--- src/rtl/controlador_salidas_if.sv ---
`default_nettype none
// ============================================================================
// Module   : controlador_salidas_if
// Brief    : Load/status handshake and display pins of the BCD display driver.
// Revision : 1.0 - initial release
// ============================================================================
interface controlador_salidas_if #(
    parameter int WIDTH = 9
) ();
    logic             load;
    logic [WIDTH-1:0] value;
    logic             busy;
    logic             done;
    logic [3:0]       an;
    logic [6:0]       seg;

    modport master (
        output load, value,
        input  busy, done, an, seg
    );

    modport slave (
        input  load, value,
        output busy, done, an, seg
    );
endinterface
`default_nettype wire

--- src/rtl/controlador_salidas.sv ---
`default_nettype none
// ============================================================================
// Module   : controlador_salidas
// Brief    : Sequential binary-to-BCD converter feeding a 4-digit multiplexed
//            common-anode 7-segment display with leading-zero blanking.
// Revision : 1.0 - initial release
// ============================================================================
module controlador_salidas #(
    parameter int WIDTH       = 9,
    parameter int REFRESH_DIV = 100000
) (
    input  logic                   clk,
    input  logic                   rst_n,
    controlador_salidas_if.slave   bus
);

    localparam int         RW       = $clog2(REFRESH_DIV);
    localparam logic [3:0] LAST     = 4'(WIDTH - 1);
    localparam logic [RW-1:0] REF_LAST = RW'(REFRESH_DIV - 1);

    typedef enum logic [0:0] {
        IDLE  = 1'b0,
        SHIFT = 1'b1
    } state_t;

    state_t           state_q;
    logic [WIDTH-1:0] shreg_q;
    logic [WIDTH-1:0] shreg_d;
    logic [15:0]      scratch_q;
    logic [15:0]      scratch_adj;
    logic [15:0]      scratch_d;
    logic [3:0]       cnt_q;
    logic [15:0]      disp_q;
    logic             busy_q;
    logic             done_q;

    logic [RW-1:0]    ref_q;
    logic [1:0]       idx_q;

    logic [3:0]       digit;
    logic             blank;

    // Shift-add-3 step: correct every nibble >= 5 before the joint left shift.
    always_comb begin
        scratch_adj = scratch_q;
        for (int n = 0; n < 4; n++) begin
            if (scratch_q[4*n +: 4] >= 4'd5) begin
                scratch_adj[4*n +: 4] = scratch_q[4*n +: 4] + 4'd3;
            end
        end
        {scratch_d, shreg_d} = {scratch_adj, shreg_q} << 1;
    end

    always_ff @(posedge clk or negedge rst_n) begin
        if (!rst_n) begin
            state_q   <= IDLE;
            shreg_q   <= '0;
            scratch_q <= '0;
            cnt_q     <= '0;
            disp_q    <= '0;
            busy_q    <= 1'b0;
            done_q    <= 1'b0;
        end else begin
            done_q <= 1'b0;
            case (state_q)
                IDLE: begin
                    if (bus.load) begin
                        shreg_q   <= bus.value;
                        scratch_q <= '0;
                        cnt_q     <= '0;
                        busy_q    <= 1'b1;
                        state_q   <= SHIFT;
                    end
                end
                SHIFT: begin
                    scratch_q <= scratch_d;
                    shreg_q   <= shreg_d;
                    cnt_q     <= cnt_q + 4'd1;
                    if (cnt_q == LAST) begin
                        disp_q  <= scratch_d;
                        done_q  <= 1'b1;
                        busy_q  <= 1'b0;
                        state_q <= IDLE;
                    end
                end
                default: state_q <= IDLE;
            endcase
        end
    end

    always_ff @(posedge clk or negedge rst_n) begin
        if (!rst_n) begin
            ref_q <= '0;
            idx_q <= '0;
        end else if (ref_q == REF_LAST) begin
            ref_q <= '0;
            idx_q <= idx_q + 2'd1;
        end else begin
            ref_q <= ref_q + RW'(1);
        end
    end

    // A digit is blank when it and every more significant digit are zero.
    always_comb begin
        digit = disp_q[3:0];
        blank = 1'b0;
        case (idx_q)
            2'd0: digit = disp_q[3:0];
            2'd1: begin
                digit = disp_q[7:4];
                blank = (disp_q[15:4] == 12'd0);
            end
            2'd2: begin
                digit = disp_q[11:8];
                blank = (disp_q[15:8] == 8'd0);
            end
            default: begin
                digit = disp_q[15:12];
                blank = (disp_q[15:12] == 4'd0);
            end
        endcase
    end

    function automatic logic [6:0] seg_decode(input logic [3:0] d);
        logic [6:0] s;
        case (d)
            4'd0:    s = 7'h40;
            4'd1:    s = 7'h79;
            4'd2:    s = 7'h24;
            4'd3:    s = 7'h30;
            4'd4:    s = 7'h19;
            4'd5:    s = 7'h12;
            4'd6:    s = 7'h02;
            4'd7:    s = 7'h78;
            4'd8:    s = 7'h00;
            4'd9:    s = 7'h10;
            default: s = 7'h7F;
        endcase
        return s;
    endfunction

    assign bus.an   = blank ? 4'hF : ~(4'b0001 << idx_q);
    assign bus.seg  = blank ? 7'h7F : seg_decode(digit);
    assign bus.busy = busy_q;
    assign bus.done = done_q;

endmodule
`default_nettype wire
--- src/flat_wrapper.sv ---
// flat-port wrapper written by rule: the top's interface ports become plain ports
module controlador_salidas_flat 
#(
    parameter int WIDTH       = 9,
    parameter int REFRESH_DIV = 100000
)
  (clk, rst_n, bus_load, bus_value, bus_busy, bus_done, bus_an, bus_seg);
  controlador_salidas_if #(.WIDTH(WIDTH)) bus_i ();
  input  logic clk;
  input  logic rst_n;
  input wire logic [$bits(bus_i.load)-1:0] bus_load;
  input wire logic [$bits(bus_i.value)-1:0] bus_value;
  output wire logic [$bits(bus_i.busy)-1:0] bus_busy;
  output wire logic [$bits(bus_i.done)-1:0] bus_done;
  output wire logic [$bits(bus_i.an)-1:0] bus_an;
  output wire logic [$bits(bus_i.seg)-1:0] bus_seg;
  assign bus_i.load = bus_load;
  assign bus_i.value = bus_value;
  assign bus_busy = bus_i.busy;
  assign bus_done = bus_i.done;
  assign bus_an = bus_i.an;
  assign bus_seg = bus_i.seg;
  controlador_salidas #(.WIDTH(WIDTH), .REFRESH_DIV(REFRESH_DIV)) u_core (.clk(clk), .rst_n(rst_n), .bus(bus_i));
endmodule
--- config.mk ---
export PLATFORM = sky130hd
export DESIGN_NAME = controlador_salidas_flat
export DESIGN_NICKNAME = d
export VERILOG_FILES = /design/src/rtl/controlador_salidas_if.sv /design/src/rtl/controlador_salidas.sv /design/src/flat_wrapper.sv
export SDC_FILE = /design/constraint.sdc
export NUM_CORES = 1
export LEC_CHECK = 0
export ABC_AREA = 1
export BUFFER_PORTS_ARGS = -buffer_cell sky130_fd_sc_hd__buf_2
export CORE_MARGIN = 10
export CORE_UTILIZATION = 30
export CTS_BUF_LIST = sky130_fd_sc_hd__clkbuf_4 sky130_fd_sc_hd__clkbuf_8 sky130_fd_sc_hd__clkbuf_16
export CTS_CLUSTER_SIZE = 10
export DETAILED_ROUTE_END_ITERATION = 10
export GPL_TIMING_DRIVEN = 0
export PLACE_DENSITY_LB_ADDON = 0.15
export SETUP_SLACK_MARGIN = 0.05
export SYNTH_ARGS = -nofsm -noshare
export SYNTH_HDL_FRONTEND = slang
export SYNTH_SLANG_ARGS = --single-unit
--- constraint.sdc ---
create_clock -name clk -period 1.75 [get_ports clk]
set_clock_uncertainty 0.15 [all_clocks]
set_input_delay 0.175 -clock clk [delete_from_list [all_inputs] [get_ports clk]]
set_output_delay 0.175 -clock clk [all_outputs]
set_load 0.05 [all_outputs]
==> flow_summary.json, run 1 <==
{
  "die_w_um": 131.1,
  "yosysSeqAreaShare_pct": 45.25,
  "dp.cells": 653,
  "finalSetupViolCount": 11,
  "synth_top_area_cell": "dfrtp_1",
  "power_density_nw_per_um2": 1595,
  "synth_nets": 492,
  "maxSlewViolCount": 0,
  "grt_util_all_layers_pct": 10.38,
  "cp_data_required_time_ns": 1.42,
  "multi_input_area_sq_um": 2125,
  "fin_crit_ns": 2.406,
  "async_flop_share_pct": 100.0,
  "cts.clk_slew.worst_paths_ns": 0.05,
  "grt_pass1_wl_um": 15150,
  "path_max_fanout": 6,
  "synth_area_sq_um": 3705,
  "core-area_sq_um": 12060,
  "fillers": 1214,
  "layout.nets": 560,
  "routed-via-count": 3127,
  "crit_path_end_kind": "output pin",
  "routed_wirelength_um": 8655,
  "first_pass_iters": 4,
  "antenna_found_initial": 0,
  "worstSetupPathType": "reg -> out",
  "synth-seq-cells": 67,
  "portBuffers": 24,
  "cp.arrival_ns": 2.08,
  "ios": 25,
  "worst_setup_path_start_kind": "flip-flop",
  "maxCapViolations": 0,
  "finalSetupTns_ns": -6.395,
  "ant_nets": 0,
  "tightest_slew_ns": 0.8601,
  "yosys.area.top_type_share_pct": 45.25,
  "viasPerCell": 4.461,
  "place_ws_ns": -0.4764,
  "fin_total_pwr_mw": 8.162,
  "cts_tree": "done",
  "rows": 40,
  "stdcell_count": 701,
  "layout_commonest_cell": "nand2_1",
  "slew_headroom_pct": 42.66,
  "area_growth_pct": 38.10,
  "grt_setup_unrepaired": "true",
  "yosysWarnings": 0,
  "wl_per_cell_um": 12.35,
  "dieArea_sq_um": 17190,
  "ff_latch_area_sq_um": 1680,
  "drive_gt1_share_pct": 30.96,
  "numCtsBuffers": 9,
  "fin_ws_ns": -0.6558,
  "dpl.hpwl_um": 6176,
  "drcViolationCount": 0,
  "cts-root-buf": "clkbuf_16",
  "status": "finished, violations left",
  "synthFlopType": "dfrtp_1",
  "routabilityCongestion": 0.8305,
  "fin_crit_sh_pct": 137.5,
  "htree_levels": 3,
  "cts.sinks": 67,
  "clockBufferDepth": 2,
  "finalHoldViolations": 0,
  "initial_utilization_pct": 30.72,
  "placed_cell_area_sq_um": 4250,
  "violations": "negative setup slack",
  "die_h_um": 131.1,
  "overflow": 0,
  "synth_cell_type_count": 37,
  "fin_area_sq_um": 5116,
  "fmax_mhz": 415.7,
  "avgSynthCellArea_sq_um": 8.036,
  "hp-class": "in -> reg",
  "synthCells": 461,
  "synth_edf_count": 0,
  "final_cell_mix": "107 x nand2_1, 64 x dfrtp_1, 48 x inv_1",
  "antennaDiodeCount": 0,
  "leakage_nw": 2.462,
  "grt_pass1_vias": 3189,
  "drt_iter0_markers": 156,
  "irDropWorstVdd_mv": 0.4732,
  "clkLatencyLatePin_ns": 0.33,
  "grt_max_degree": 68,
  "synthTopCellsByArea": "dfrtp_1 45%, nand2_1 14%, ha_1 6.4%, inv_1 5.5%, o21ai_0 4.7%"
}
-- registers in the layout, indices dropped and copies added, names as in the netlist --
signal / count
u_core.ref_q: 17
u_core.scratch_q: 16
u_core.shreg_q: 9
u_core.state_q: 1
u_core.disp_q: 16
u_core.bus.done: 1
u_core.cnt_q: 4
u_core.idx_q: 2
u_core.bus.busy: 1
-- path summary, 6_finish.rpt --
kind                       slack (ns)                start  depth (start not counted)                   to
min                              0.03             bus_load                          3       u_core.state_q
max reg2reg                      0.14  u_core.scratch_q[8]                          7  u_core.scratch_q[9]
max                             -0.66      u_core.idx_q[0]                         13           bus_seg[5]
min in group asynchronous        0.35                rst_n                          2      u_core.ref_q[7]
max in group asynchronous        0.49                rst_n                          2  u_core.scratch_q[8]
min reg2reg                      0.34    u_core.shreg_q[2]                          2    u_core.shreg_q[3]
-- timing repair --
item | in CTS | in global routing
hold buffers | 10 | 0
buffers inserted | 11 | 13
setup endpoints to repair | 24 | 40
pin swaps | 12 | 12
gates resized for setup | 53 | 33
cloned | 0 | 0
hold endpoints to repair | 76 | 0
-- logic make-up after synthesis --
kind of cell,Yosys count,share of synthesized area [%]
compound gates,67,10.37
xor+xnor,13,3.073
fa+ha+maj,19,6.417
buf+inv,71,7.396
flops,67,45.26
simple gates,224,27.49
-- cell usage after synthesis (2+ instances only) --
master    count
a21oi_1       5
o22ai_1      10
o21ai_0      35
o21ai_1       7
or2_2         2
nand2_1     136
clkbuf_1      2
nand2_2       8
nand2_4       2
nor4_1        2
nor3_1        5
nor2_4        3
nand4_1       8
o211ai_1      3
nor2_1       25
ha_1         19
inv_1        54
or2_1         3
o21bai_1      2
buf_2         5
inv_2         9
xor2_1       13
nor2_2        5
nand3_1      19
dfrtp_1      67
-- worst max-delay path, cell delays in order, from the launching register on --
cell,delay (ns)
dfrtp_2,0.45
inv_4,0.07
ha_4,0.18
nand2_2,0.06
nand2_2,0.06
o21ai_4,0.17
inv_4,0.07
ha_4,0.16
nand3b_1,0.14
nand2_1,0.08
inv_2,0.05
nand2_2,0.07
nand2_4,0.05
buf_8,0.14
-- where the power goes --
part / internal (mW) / leakage, nW / total (mW) / switching [mW]
Clock: 1.07 / 0.133 / 1.72 / 0.655
Sequential: 2.05 / 0.851 / 2.41 / 0.364
Combinational: 1.60 / 1.48 / 4.03 / 2.43
-- metrics by stage --
| step | hold WS [ns] | util, % |
|---|---|---|
| 6_report | 0.02863 | 42.42 |
| 5_1_grt | 0.05615 | 42.42 |
| 4_1_cts | 0.02508 | 40.56 |
| 3_5_place_dp | 0.2054 | 35.24 |
| 3_3_place_gp | 0.2332 | 35.22 |
| 2_1_floorplan | -0.2706 | - |
-- layout make-up --
class	count	share of cell area, %
Clock inverter	3	0.4402
Inverter	64	5.209
Sequential cell	67	32.84
Timing Repair Buffer	57	9.880
Buffer	7	0.7826
Clock buffer	12	5.209
Multi-Input combinational cell	323	41.53
Tap cell	168	4.109
-- metal layers --
| layer | part of all wire (%) | GRT usage (%) | vias up |
|---|---|---|---|
| met1 | 49 | 13.89 | 1465 |
| met4 | 1.7 | 5.313 | 0 |
| li1 | - | - | 1615 |
| met5 | 0 | 0 | - |
| met3 | 2.5 | 1.563 | 9 |
| met2 | 47 | 15.83 | 38 |
Power figures use the tool's default switching activity.
==> run 2: changes to the inputs <==
--- a/config.mk
+++ b/config.mk
@@ -14,6 +14,7 @@
 export DETAILED_ROUTE_END_ITERATION = 10
 export GPL_TIMING_DRIVEN = 0
 export PLACE_DENSITY_LB_ADDON = 0.15
+export RECOVER_POWER = 50
 export SETUP_SLACK_MARGIN = 0.05
 export SYNTH_ARGS = -nofsm -noshare
 export SYNTH_HDL_FRONTEND = slang
==> run 2 against run 1 <==
The flow still finishes with violations (negative setup slack). Sequential cell count did not move. Utilization fell by 0.17 points. Non-clock buffer count unchanged. Largest power group unchanged. Final cell count unchanged. Critical path depth unchanged. Die area unchanged. First-iteration DRC count rose by 2.6%. Global-route usage unchanged. Hold slack improved by 0.021 ns. Wire length grew 0.13%. Sequential share of layout area is 0.13 points higher.
==> flow_summary.json, run 2 (synthesized netlist as in run 1, its figures left out) <==
{
  "status": "finished, violations left",
  "violations": "negative setup slack",
  "ff_latch_area_sq_um": 1680,
  "fillers": 1219,
  "cts.clk_slew.worst_paths_ns": 0.05,
  "place_ws_ns": -0.4764,
  "grt_max_degree": 68,
  "fmax_mhz": 415.7,
  "core-area_sq_um": 12060,
  "crit_slowest_cell": "dfrtp_2",
  "cp.depth": 13,
  "crit_top_cell": "nand2_2",
  "grt_setup_unrepaired": "true",
  "maxCapViolations": 0,
  "cp_cell_sequence": "inv_4 > ha_4 > nand2_2 > nand2_2 > o21ai_4 > inv_4 > ha_4 > nand3b_1 > nand2_1 > inv_2 > nand2_2 > nand2_4 > buf_8",
  "cp_data_required_time_ns": 1.42,
  "slew_headroom_pct": 37.81,
  "top_regs": "u_core.ref_q x17, u_core.disp_q x16, u_core.scratch_q x16",
  "routed_wirelength_um": 8666,
  "viasPerCell": 4.472,
  "drt_iter0_markers": 160,
  "critPathMaxStageDelay_ns": 0.45,
  "die_w_um": 131.1,
  "drcViolationCount": 0,
  "fin_crit_ns": 2.406,
  "grt_pass1_wl_um": 15150,
  "dieArea_sq_um": 17190,
  "cts-root-buf": "clkbuf_16",
  "largest_reg_flops": 17,
  "cp.buffers_inverters": 4,
  "regMostFlops": "u_core.ref_q",
  "r2r-start": "u_core.ref_q[1]",
  "routabilityCongestion": 0.8305,
  "r2r_end": "u_core.ref_q[10]",
  "utilization_pct": 42.25,
  "area_growth_pct": 37.55,
  "path_max_fanout": 6,
  "reg2regPathDepth": 8,
  "portBuffers": 24,
  "initial_utilization_pct": 30.72,
  "maxSlewViolCount": 0,
  "layout.nets": 560,
  "multi_input_area_sq_um": 2110,
  "irDropWorstVdd_mv": 0.4729,
  "placed_cell_area_sq_um": 4250,
  "cp.arrival_ns": 2.08,
  "reg2reg_slack_ns": 0.07,
  "fin_crit_sh_pct": 137.5,
  "fin_area_sq_um": 5096,
  "tightest_slew_ns": 0.9329,
  "htree_levels": 3,
  "power_density_nw_per_um2": 1599,
  "crit_path_end_kind": "output pin",
  "hp-start": "bus_load",
  "dpl.hpwl_um": 6176,
  "cts_tree": "done",
  "min_to": "u_core.state_q",
  "ant_nets": 0,
  "worstSetupPathType": "reg -> out",
  "wl_per_cell_um": 12.36,
  "hp-class": "in -> reg",
  "rows": 40,
  "overflow": 0,
  "worst_setup_path_start_kind": "flip-flop",
  "layout_commonest_cell": "nand2_1",
  "clkLatencyLatePin_ns": 0.33,
  "final_cell_mix": "107 x nand2_1, 64 x dfrtp_1, 48 x inv_1",
  "die_h_um": 131.1,
  "clockBufferDepth": 2,
  "leakage_nw": 2.454,
  "grt_util_all_layers_pct": 10.38,
  "numCtsBuffers": 9,
  "critPathTopFamily": "simple AND/OR/NAND/NOR gates",
  "routed-via-count": 3135,
  "antennaDiodeCount": 0,
  "cts.sinks": 67,
  "antenna_found_initial": 0,
  "drive_gt1_share_pct": 30.21,
  "first_pass_iters": 4,
  "ios": 25,
  "grt_pass1_vias": 3189,
  "finalHoldViolations": 0,
  "hold_path_depth": 3,
  "finalSetupViolCount": 11,
  "fin_ws_ns": -0.6558
}
[run 2: cell type report]
type	instances	area share (%)
Multi-Input combinational cell	323	41.39
Buffer	7	0.7366
Clock inverter	3	0.4419
Clock buffer	12	5.230
Timing Repair Buffer	57	9.870
Inverter	64	5.230
Sequential cell	67	32.97
Tap cell	168	4.125
[run 2: how the worst max path moves through the flow]
stage	from	end	slack (ns)
after detailed placement	u_core.idx_q[0]	bus_seg[5]	-0.48
after floorplan	u_core.idx_q[1]	bus_seg[1]	-0.63
after CTS	u_core.idx_q[1]	bus_seg[5]	-0.68
final	u_core.idx_q[0]	bus_seg[5]	-0.66
after global placement	u_core.idx_q[0]	bus_seg[6]	-0.48
after global routing	u_core.idx_q[0]	bus_seg[5]	-0.80
[run 2: power breakdown]
group | switching, mW | internal [mW] | total (mW)
clock | 0.654 | 1.07 | 1.72
sequential | 0.361 | 2.05 | 2.41
combinational | 2.43 | 1.59 | 4.02
total | 3.45 | 4.70 | 8.15
[run 2: per-layer routing]
metal  up-vias  track usage [%]  share of wire [%]
met3         9            1.563                2.6
met5         -                0                  0
met1      1469            13.89                 49
li1       1615                -                  -
met4         0            5.313                1.7
met2        42            15.83                 46
[run 2: tightest hold or removal path: stages]
cell and delay, ns:
buf_2 0.10, nor2_2 0.09, nor2_1 0.11
[run 2: repair_timing]
| item | CTS | global route |
|---|---|---|
| buffers inserted | 11 | 13 |
| pin swaps | 12 | 12 |
| gates resized for setup | 53 | 33 |
| endpoints found under the hold margin | 76 | 0 |
| hold buffers | 10 | 0 |
| setup endpoints to repair | 24 | 40 |
[run 2: stage by stage]
step	setup TNS (ns)	total power, mW	hold WS (ns)	instances
after floorplan	-1.718	4.967	-0.2706	461
after global placement	-4.819	5.670	0.2332	653
after detailed placement	-3.775	5.737	0.2054	653
after CTS	-5.938	7.953	0.02508	689
after global routing	-8.319	8.807	0.08451	701
final	-6.394	8.148	0.04953	701
==> run 3: changes to the inputs <==
--- a/config.mk
+++ b/config.mk
@@ -6,7 +6,7 @@
 export NUM_CORES = 1
 export LEC_CHECK = 0
 export ABC_AREA = 1
-export BUFFER_PORTS_ARGS = -buffer_cell sky130_fd_sc_hd__buf_2
+export BUFFER_PORTS_ARGS = -buffer_cell sky130_fd_sc_hd__clkbuf_2
 export CORE_MARGIN = 10
 export CORE_UTILIZATION = 30
 export CTS_BUF_LIST = sky130_fd_sc_hd__clkbuf_4 sky130_fd_sc_hd__clkbuf_8 sky130_fd_sc_hd__clkbuf_16
==> run 3 against run 2 <==
The flow still finishes with violations (negative setup slack). Sequential power about the same. Critical path type unchanged. Setup slack worse by 0.026 ns. Wire length rose by 1.5%. Die area is the same. Clock-buffer cell count unchanged. Register-to-register slack gained 0.07 ns. Combinational power grew 5%. Global-route usage up 0.24 points. Largest power group unchanged. Non-clock buffer count is 1 lower.
==> flow_summary.json, run 3 (synthesized netlist as in run 1, its figures left out) <==
{
  "dieArea_sq_um": 17190,
  "power_frac_seq_pct": 29.0,
  "violations": "negative setup slack",
  "die_w_um": 131.1,
  "crit_path_end_kind": "output pin",
  "clock_power_share_pct": 20.3,
  "grt_util_all_layers_pct": 10.62,
  "viasPerCell": 4.492,
  "combPwrFrac_pct": 50.7,
  "drcViolationCount": 0,
  "netSwitchingFraction_pct": 41.91,
  "fin_crit_ns": 2.431,
  "slew_headroom_pct": 47.88,
  "portBuffers": 24,
  "status": "finished, violations left",
  "fmax_mhz": 411.3,
  "worstSetupPathType": "reg -> out",
  "stdcell_count": 701,
  "maxCapViolations": 0,
  "ant_nets": 0,
  "core-area_sq_um": 12060,
  "area_growth_pct": 40.56,
  "maxSlewViolCount": 0,
  "die_h_um": 131.1,
  "dpl.hpwl_um": 6311,
  "cp.arrival_ns": 2.11,
  "top_regs": "u_core.ref_q x17, u_core.disp_q x16, u_core.scratch_q x16",
  "drive_gt1_share_pct": 31.14,
  "regMostFlops": "u_core.ref_q",
  "cts-root-buf": "clkbuf_16",
  "grt_setup_unrepaired": "true",
  "layout_commonest_cell": "nand2_1",
  "numCtsBuffers": 9,
  "layout.nets": 559,
  "antennaDiodeCount": 0,
  "path_max_fanout": 6,
  "wl_per_cell_um": 12.54,
  "first_pass_iters": 4,
  "cp_data_required_time_ns": 1.42,
  "antenna_found_initial": 0,
  "leakage_nw": 2.514,
  "rows": 40,
  "cts.clk_slew.worst_paths_ns": 0.05,
  "cts_tree": "done",
  "tightest_slew_ns": 0.7746,
  "fin_crit_sh_pct": 138.9,
  "dp.cells": 654,
  "drt_iter0_markers": 147,
  "overflow": 0,
  "irDropWorstVdd_mv": 0.5208,
  "finalHoldViolations": 0,
  "routed-via-count": 3149,
  "grt_max_degree": 57,
  "fin_ws_ns": -0.6814,
  "switchingPower_mw": 3.484,
  "routabilityCongestion": 0.8331,
  "routed_wirelength_um": 8793,
  "ios": 25,
  "cts.sinks": 67,
  "final_cell_mix": "106 x nand2_1, 64 x dfrtp_1, 49 x inv_1",
  "grt_pass1_vias": 3149,
  "worst_setup_path_start_kind": "flip-flop",
  "place_ws_ns": -0.5089,
  "finalSetupViolCount": 11,
  "initial_utilization_pct": 30.72,
  "clockBufferDepth": 2,
  "htree_levels": 3,
  "largest_reg_flops": 17,
  "clkLatencyLatePin_ns": 0.33,
  "finalSetupTns_ns": -6.909,
  "grt_pass1_wl_um": 15300,
  "power_density_nw_per_um2": 1596,
  "p_int_mw": 4.829,
  "hp-class": "in -> reg"
}
==> run 3: cell type report <==
cell class	count	area, sq um
Fill cell	1198	6854
Multi-Input combinational cell	323	2128
Sequential cell	67	1680
Timing Repair Buffer	56	611.8
Inverter	64	259.0
Clock buffer	12	254.0
Tap cell	168	210.2
Buffer	7	37.54
Clock inverter	4	26.28
==> run 3: metal layers <==
layer / vias up / part of all wire [%] / track usage (%)
met5: - / 0 / 0
met4: 0 / 2.1 / 5.063
met3: 18 / 2.9 / 2.248
met2: 51 / 47 / 16.50
met1: 1474 / 48 / 13.70
li1: 1606 / - / -
==> run 3: power by group through the flow <==
stage / sequential, mW / combinational (mW) / clock [mW]
after detailed placement: 2.42 / 3.34 / 0
after global placement: 2.41 / 3.27 / 0
after floorplan: 2.38 / 2.59 / 0
final: 2.41 / 4.22 / 1.69
after global routing: 2.49 / 4.64 / 1.81
after CTS: 2.41 / 4.05 / 1.74
==> run 3: critical path, stage by stage, from the launching register on <==
cell and delay, ns:
dfrtp_2 0.45, inv_4 0.07, ha_4 0.18, nand2_2 0.06, nand2_2 0.06, o21ai_4 0.17, inv_2 0.09, ha_4 0.15
nand3b_1 0.14, nand2_1 0.08, inv_2 0.05, nand2_2 0.08, nand2_4 0.05, clkbuf_16 0.16
==> run 3: path summary, 6_finish.rpt <==
path	start	endpoint	slack [ns]	cells after the start
max in group asynchronous	rst_n	u_core.scratch_q[8]	0.22	3
worst max register to register	u_core.scratch_q[4]	u_core.scratch_q[8]	0.14	7
worst min register to register	u_core.ref_q[0]	u_core.ref_q[0]	0.31	1
min in group asynchronous	rst_n	u_core.ref_q[16]	0.26	2
worst min-delay path	bus_load	u_core.state_q	0.04	3
worst max-delay path	u_core.idx_q[0]	bus_seg[6]	-0.68	13
==> run 3: metrics by stage <==
| step | power, mW | hold slack [ns] | area, sq um | util (%) |
|---|---|---|---|---|
| floorplan | 4.967 | -0.2706 | 3918 | - |
| global placement | 5.673 | 0.2340 | 4248 | 35.22 |
| detailed placement | 5.753 | -0.07446 | 4278 | 35.47 |
| CTS | 8.204 | 0.03160 | 5055 | 41.91 |
| global route | 8.939 | 0.04473 | 5207 | 43.17 |
| finish | 8.313 | 0.04245 | 5207 | 43.17 |
==> run 3: repair_timing <==
| action | 4_1_cts | 5_1_grt |
|---|---|---|
| buffers inserted | 13 | 8 |
| hold endpoints to repair | 76 | 0 |
| hold buffers | 10 | 0 |
| pin swaps | 9 | 10 |
| resized for setup | 57 | 32 |
| setup endpoints to repair | 23 | 41 |
